<file path="config.mk">
export PLATFORM = sky130hd
export DESIGN_NAME = note_chart_sequencer
export DESIGN_NICKNAME = d
export VERILOG_FILES = /design/src/rtl/note_chart_sequencer.sv
export SDC_FILE = /design/constraint.sdc
export NUM_CORES = 1
export LEC_CHECK = 0
export BUFFER_PORTS_ARGS = -buffer_cell sky130_fd_sc_hd__buf_4
export CAP_MARGIN = 30
export CORE_MARGIN = 10
export CORE_UTILIZATION = 40
export DETAILED_ROUTE_END_ITERATION = 7
export GPL_TIMING_DRIVEN = 0
export SYNTH_ARGS = -nofsm -noshare
export SYNTH_HDL_FRONTEND = slang
export SYNTH_SLANG_ARGS = --single-unit
</file>
<file path="constraint.sdc">
create_clock -name Clk -period 2.05 [get_ports Clk]
set_input_delay 0.41 -clock Clk [delete_from_list [all_inputs] [get_ports Clk]]
set_output_delay 0.41 -clock Clk [all_outputs]
set_load 0.01 [all_outputs]
</file>
<file path="src/rtl/note_chart_sequencer.sv">
// rtl/note_chart_sequencer.sv - steps through a chart ROM and pulses per-column note starts on game ticks
// Each ROM entry is {delta, colMask}; {0,0} ends the song.
module note_chart_sequencer #(
  parameter int NCOL    = 5,
  parameter int ADDR_W  = 8,
  parameter int DELTA_W = 8,
  parameter int TICK_W  = 16
) (
  input  logic                    Clk,
  input  logic                    reset,
  input  logic                    start,
  input  logic                    pause,
  input  logic                    gameTick,
  output logic [ADDR_W-1:0]       romAddr,
  input  logic [DELTA_W+NCOL-1:0] romData,
  output logic [NCOL-1:0]         noteStart,
  output logic                    songActive,
  output logic                    songDone,
  output logic [TICK_W-1:0]       tickCount
);

  typedef enum logic [2:0] {S_IDLE, S_FETCH, S_LOAD, S_WAIT, S_FIRE, S_DONE} state_t;

  localparam logic [TICK_W-1:0]  TICK_ONE  = 1;
  localparam logic [DELTA_W-1:0] DELTA_ONE = 1;
  localparam logic [ADDR_W-1:0]  ADDR_ONE  = 1;
  localparam logic [ADDR_W-1:0]  ADDR_LAST = {ADDR_W{1'b1}};

  state_t             r_state;
  state_t             w_next;
  logic [ADDR_W-1:0]  r_addr;
  logic [DELTA_W-1:0] r_remaining;
  logic [NCOL-1:0]    r_mask;
  logic [NCOL-1:0]    r_note;
  logic [TICK_W-1:0]  r_tick;
  logic [DELTA_W-1:0] w_delta;
  logic [NCOL-1:0]    w_mask;
  logic               w_tick_ok;
  logic               w_active;

  assign w_delta   = romData[DELTA_W+NCOL-1:NCOL];
  assign w_mask    = romData[NCOL-1:0];
  assign w_tick_ok = gameTick & ~pause;
  assign w_active  = (r_state == S_FETCH) || (r_state == S_LOAD) ||
                     (r_state == S_WAIT)  || (r_state == S_FIRE);

  always_comb begin
    w_next = r_state;
    case (r_state)
      S_IDLE:  w_next = S_IDLE;
      S_FETCH: w_next = S_LOAD;
      S_LOAD: begin
        if (w_delta == '0 && w_mask == '0) w_next = S_DONE;
        else if (w_delta == '0)            w_next = S_FIRE;
        else                               w_next = S_WAIT;
      end
      S_WAIT:  if (w_tick_ok && r_remaining == DELTA_ONE) w_next = S_FIRE;
      S_FIRE:  w_next = (r_addr == ADDR_LAST) ? S_DONE : S_FETCH;
      S_DONE:  w_next = S_DONE;
      default: w_next = S_IDLE;
    endcase
    // Restart overrides every other transition, including leaving FIRE.
    if (start) w_next = S_FETCH;
  end

  always_ff @(posedge Clk or negedge reset) begin
    if (!reset) begin
      r_state     <= S_IDLE;
      r_addr      <= '0;
      r_remaining <= '0;
      r_mask      <= '0;
      r_note      <= '0;
      r_tick      <= '0;
    end else begin
      r_state <= w_next;
      // A delta-0 entry fires straight from LOAD, before r_mask has captured it.
      if (w_next == S_FIRE) r_note <= (r_state == S_LOAD) ? w_mask : r_mask;
      else                  r_note <= '0;
      if (start) begin
        r_addr      <= '0;
        r_tick      <= '0;
        r_remaining <= '0;
      end else begin
        if (w_active && w_tick_ok) r_tick <= r_tick + TICK_ONE;
        case (r_state)
          S_LOAD: begin
            r_mask <= w_mask;
            if (w_delta != '0) r_remaining <= w_delta;
          end
          S_WAIT:  if (w_tick_ok) r_remaining <= r_remaining - DELTA_ONE;
          S_FIRE:  if (r_addr != ADDR_LAST) r_addr <= r_addr + ADDR_ONE;
          default: ;
        endcase
      end
    end
  end

  assign romAddr    = r_addr;
  assign noteStart  = r_note;
  assign songActive = w_active;
  assign songDone   = (r_state == S_DONE);
  assign tickCount  = r_tick;

endmodule
</file>
# Yosys cells after proc, flatten, opt, wreduce, memory -nomap -nowiden
# Cells that the tools add are included.
totals:
  input_bits: 18
  output_inout_bits: 31
  register_bits: 45
op_classes:
  bitwise: 2
  n_mux: 17
  n_addsub: 3
  reduce_logical: 15
  eq_ne: 11
op_table:
  columns: ["operator", "n"]
  rows:
  - ["2-to-1 mux 8 bit", 6]
  - ["2-to-1 mux 16 bit", 2]
  - ["adder 16 x 1 -> 16 bit, second input constant", 1]
  - ["case mux 8 bit (2 select lines)", 1]
  - ["2-to-1 mux 3 bit", 5]
  - ["case mux 3 bit (5 select lines)", 1]
  - ["2-to-1 mux 5 bit", 2]
  - ["== test 3 bit, second input constant", 3]
  - ["adder 8 x 1 -> 8 bit, second input constant", 1]
  - ["== test 8 x 1 -> 1 bit, second input constant", 1]
  - ["== test 8 bit, second input constant", 1]
  - ["zero test 8 bit", 1]
  - ["inequality test 8 bit, second input constant", 1]
  - ["nonzero test 8 bit", 1]
  - ["subtractor 8 x 1 -> 8 bit, second input constant", 1]
  - ["== test 3 x 2 -> 1 bit, second input constant", 2]
  - ["nonzero test 2 bit", 3]
  - ["zero test 5 bit", 1]
  - ["== test 3 x 1 -> 1 bit, second input constant", 1]
  - ["logical AND 1 bit", 3]
  - ["logical OR 1 bit", 3]
  - ["inequality test 3 x 2 -> 1 bit, second input constant", 1]
  - ["inequality test 3 bit, second input constant", 1]
  - ["AND reduction 3 bit", 1]
  - ["other kinds (4)", 4]

# Longest topological paths before layout
depth:
  depth_word: 8
  ltp_mapped: 6

# Least setup slack after synthesis
# Ideal clock, no wire load.
synth_path:
  path_type: "register -> register"
  startpoint: "register r_state[1]"
  endpoint: "register r_note[0], in the netlist noteStart[0]"
  setup_ns: 0.086
  arrival_time_ns: 1.718
  slack_ns: 0.246
  path_buffers: 1
  path_stages_with_launch: 6
  required_time_ns: 1.964
  path_cell_list: "dfrtp_1 -> buf_6 -> or3b_1 -> a21o_1 -> or4_4 -> nor3_1"
synth_via:
  elab_chain_len: 5
synth_rtl:
  columns: ["item", "line", "rtl"]
  rows:
  - ["start: declaration", "29", "state_t r_state;"]
  - ["start signal: assignment", "75", "r_state <= w_next;"]
  - ["== test 3 bit, or another cell as far along", "49", "case (r_state)"]
  - ["case mux 3 bit (5 select lines)", "49", null]
  - ["2-to-1 mux 3 bit", "63", "if (start) w_next = S_FETCH;"]
  - ["== test 3 bit", "77", "if (w_next == S_FIRE) r_note <= (r_state == S_LOAD) ? w_mask : r_mask;"]
  - ["2-to-1 mux 5 bit (*)", "77", null]
  - ["end signal: assignment", "77", null]
  - ["end: declaration", "34", "logic [NCOL-1:0] r_note;"]
# Mark *: on every way between the ends. The rest lies on a longest branch, timed or not.
# A chain may end at the register's enable or synchronous reset.

# Worst setup path after layout
layout_path:
  startpoint: "register r_state[1]"
  endpoint: "output port songActive"
layout_via:
  elab_chain_len: 4
layout_rtl:
  columns: ["item", "line", "rtl"]
  rows:
  - ["== test 3 x 1 -> 1 bit or == test 3 x 2 -> 1 bit (tied branches)", "44", "assign w_active = (r_state == S_FETCH) || (r_state == S_LOAD) ||"]
  - ["logical OR 1 bit (2 in series)", "44", null]
  - ["logical OR 1 bit (*)", "45", "(r_state == S_WAIT) || (r_state == S_FIRE);"]
  - ["end: declaration", "17", "output logic songActive,"]
# Marked as above.

==> flow_summary_export.csv <==
group,metric,value,unit
route,vias_per_cell,5.858,
place,gp_congestion,0.8973,
status,status,"complete, no violations",
grt,gr-total-overflow,0,
cells_and_area,area_growth,22.67,%
cells_and_area,fill_cells,599,
floorplanning,core,6026,µm²
route,post-route-drc-count,0,
power_and_ir_drop,ir_drop,0.3755,mV
cells_and_area,diodes,0,
timing,rsz0062_at_grt,"no",
timing,fin_ws,0.05880,ns
timing,report.final.slew_viol_count,0,
setup_path,r2r_setup_slack,0.11,ns
floorplanning,start_util,0.4213,
clock_network,ctsHoldBuffers,0,
min_path,holdCritPathClass,"in2async",
clock_network,cts_max_level,2,
synthesis,seq_area_frac_synth,0.4436,
timing,holdWs,0.09078,ns
power_and_ir_drop,total_power,0.001957,W
timing,finClkSkew,0.01063,ns
setup_path,endpoint_kind,"primary output",
floorplanning,die_x,99.67,µm
cells_and_area,mostFrequentLayoutCells,"buf_4, dfrtp_1, a21oi_1",
synthesis,synth_seq_cells,45,
timing,clock.fmax,0.5022,GHz
setup_path,start_kind,"flip-flop",
clock_network,cts_setup_buffers,0,
cells_and_area,nNetsFinal,347,
power_and_ir_drop,power_density,628.3,nW/µm²
grt,grt_max_degree,46,
timing,finalSetupViolCount,0,
floorplanning,rows,28,
synthesis,avgSynthCellArea,9.403,µm²
clock_network,clkLatencyLatePin,0.31,ns
floorplanning,die_h,99.67,µm
setup_path,crit_path_max_fanout,10,
place,io_buffers,47,
timing,finalCritPeriodShare,0.9713,
setup_path,arrival,1.58,ns
setup_path,cp_data_required_time,1.64,ns
clock_network,clock-sinks,45,
timing,hold_viol_final,0,
synthesis,synth_flop_cell,"dfrtp_1",
synthesis,syn_inst,270,
synthesis,synth_edf_count,0,
clock_network,cts_buffers,5,
place,dp.final_hpwl,4787,µm
job,max_cap_viol_count,0,
route,detail_route.wl_per_cell,16.51,µm
cells_and_area,drive_gt1_frac,0.2369,
synthesis,yosys_warnings,0,
route,routed_wl,6602,µm
grt,antenna_found_initial,0,
clock_network,root_buffer,"clkbuf_8",
route,drt-initial-drc-count,122,
synthesis,async_reset_ff_frac,1.000,
timing,fin_crit,1.991,ns
cells_and_area,fin_area,3114,µm²
synthesis,synth.distinct_cells,48,
place,pre_cts_ws,-0.1618,ns
clock_network,clk_path_buf_depth,2,
floorplanning,die_area,9933,µm²
synthesis,synthesis.nets,293,
route,detail-route-antenna-nets,0,
grt,track_usage,0.1301,
place,placed_area,2985,µm²
cells_and_area,fin_util,0.5168,
cells_and_area,final_common_cell,"buf_4",
clock_network,cts_tree,"yes",
route,route.vias.total,2343,
timing,tightest_slew,0.7852,ns
setup_path,worstSetupPathType,"reg2out",
grt,grt_first_pass_wirelength,10890,µm
clock_network,clk_pin_slew,0.09,ns
grt,grt_pass1_vias,2251,
power_and_ir_drop,p_leak,1.351,nW
timing,slew_headroom,0.4717,
synthesis,syn-cell-area,2539,µm²
route,dr.pass1.iters,4,
floorplanning,ios,49,
## metal layers
metal,share of wire,GRT usage,vias to the layer above,wire (µm)
met5,0,0,-,0
met3,0.064,0.03253,9,424
met4,0.011,0.04410,0,75
li1,-,-,1132,-
met2,0.50,0.2175,72,3277
met1,0.43,0.1582,1130,2825
## per-stage QoR
stage                     cells  setup TNS (ns)
final                       400               0
after global routing        400               0
after floorplan             270               0
after CTS                   400               0
after detailed placement    392         -0.6702
after global placement      392         -0.7469
## power breakdown
group / total, W / internal (W) / leakage (nW) / switching, W
registers: 0.000986 / 0.000951 / 0.616 / 0.0000351
logic: 0.000353 / 0.000169 / 0.681 / 0.000183
clock network: 0.000618 / 0.000305 / 0.0542 / 0.000313
total: 0.00196 / 0.00143 / 1.35 / 0.000532
## flip-flops by register name (all words and copies together), names as in the netlist
name and flops:
tickCount 16, r_remaining 8, romAddr 8, noteStart 5, r_mask 5, r_state 3
## critical path, stage by stage, from the launching register on
cell and delay (ns):
dfrtp_1 0.38, buf_6 0.14, or3_1 0.41, and2_1 0.20, buf_4 0.14
## layout make-up
class                      instances  area (µm²)  share of cell area
buffer                            15       73.82             0.02370
multi-input combinational        202        1336              0.4291
sequential                        45        1126              0.3616
timing repair buffer              47       352.8              0.1133
clock buffer                       7       96.34             0.03094
clock inverter                     1       5.005            0.001607
tap                               75       93.84             0.03013
inverter                           8       30.03            0.009642
## path summary, 6_finish.rpt
path	startpoint	to	cells after the start
hold / removal	reset	romAddr[1]	1
hold reg to reg	r_mask[3]	r_mask[3]	1
setup / recovery	r_state[1]	songActive	4
setup reg to reg	r_state[1]	noteStart[3]	5
max in group asynchronous	reset	r_remaining[1]	1
min in group Clk	romData[3]	r_mask[3]	2
## Yosys cell counts (2+ instances only)
cell type	number	area [µm²]
a31oi_1	7	43.79
and3_1	3	18.77
nor3_1	11	55.05
nor3b_1	3	22.52
a32oi_1	2	17.52
o2111ai_1	2	17.52
o211a_1	2	20.02
a31o_2	3	26.28
clkbuf_1	10	37.54
nor4_1	4	25.02
nand2_1	16	60.06
or3_1	9	56.30
a21o_1	2	15.01
and2_1	4	25.02
nand4_1	8	50.05
xor2_1	5	43.79
inv_1	8	30.03
o21ai_0	12	60.06
dfrtp_1	45	1126
o2bb2ai_1	2	17.52
o211ai_1	3	22.52
nand3_1	14	70.07
mux2_2	5	56.30
nor2_1	12	45.04
o31ai_1	6	45.04
buf_2	2	10.01
nand2b_1	2	12.51
ha_1	5	62.56
a221o_1	4	40.04
nor2b_1	6	37.54
nand3b_1	2	15.01
a221oi_1	3	26.28
a21oi_1	23	115.1
or4_1	7	52.55
and4_1	3	26.28
xnor2_1	2	17.52
mux2i_1	2	20.02
## cell families (layout without fill, tap and decap cells)
| family | count (synthesis) | after routing | share of synthesized area |
|---|---|---|---|
| buffers and inverters | 23 | 78 | 0.03943 |
| XOR/XNOR | 7 | 7 | 0.02415 |
| adder cells (fa/ha/maj) | 5 | 5 | 0.02464 |
| AND/OR/NAND/NOR | 110 | 110 | 0.2474 |
| multiplexers | 7 | 7 | 0.03006 |
| AO/OA/AOI/OAI | 73 | 73 | 0.1907 |
| flip-flops | 45 | 45 | 0.4436 |
## repair_timing
action	in CTS	in global routing
resized for setup	1	9
endpoints found under the setup margin	2	14
pin swaps	0	1
No activity file was read; power rests on OpenSTA's default activity.
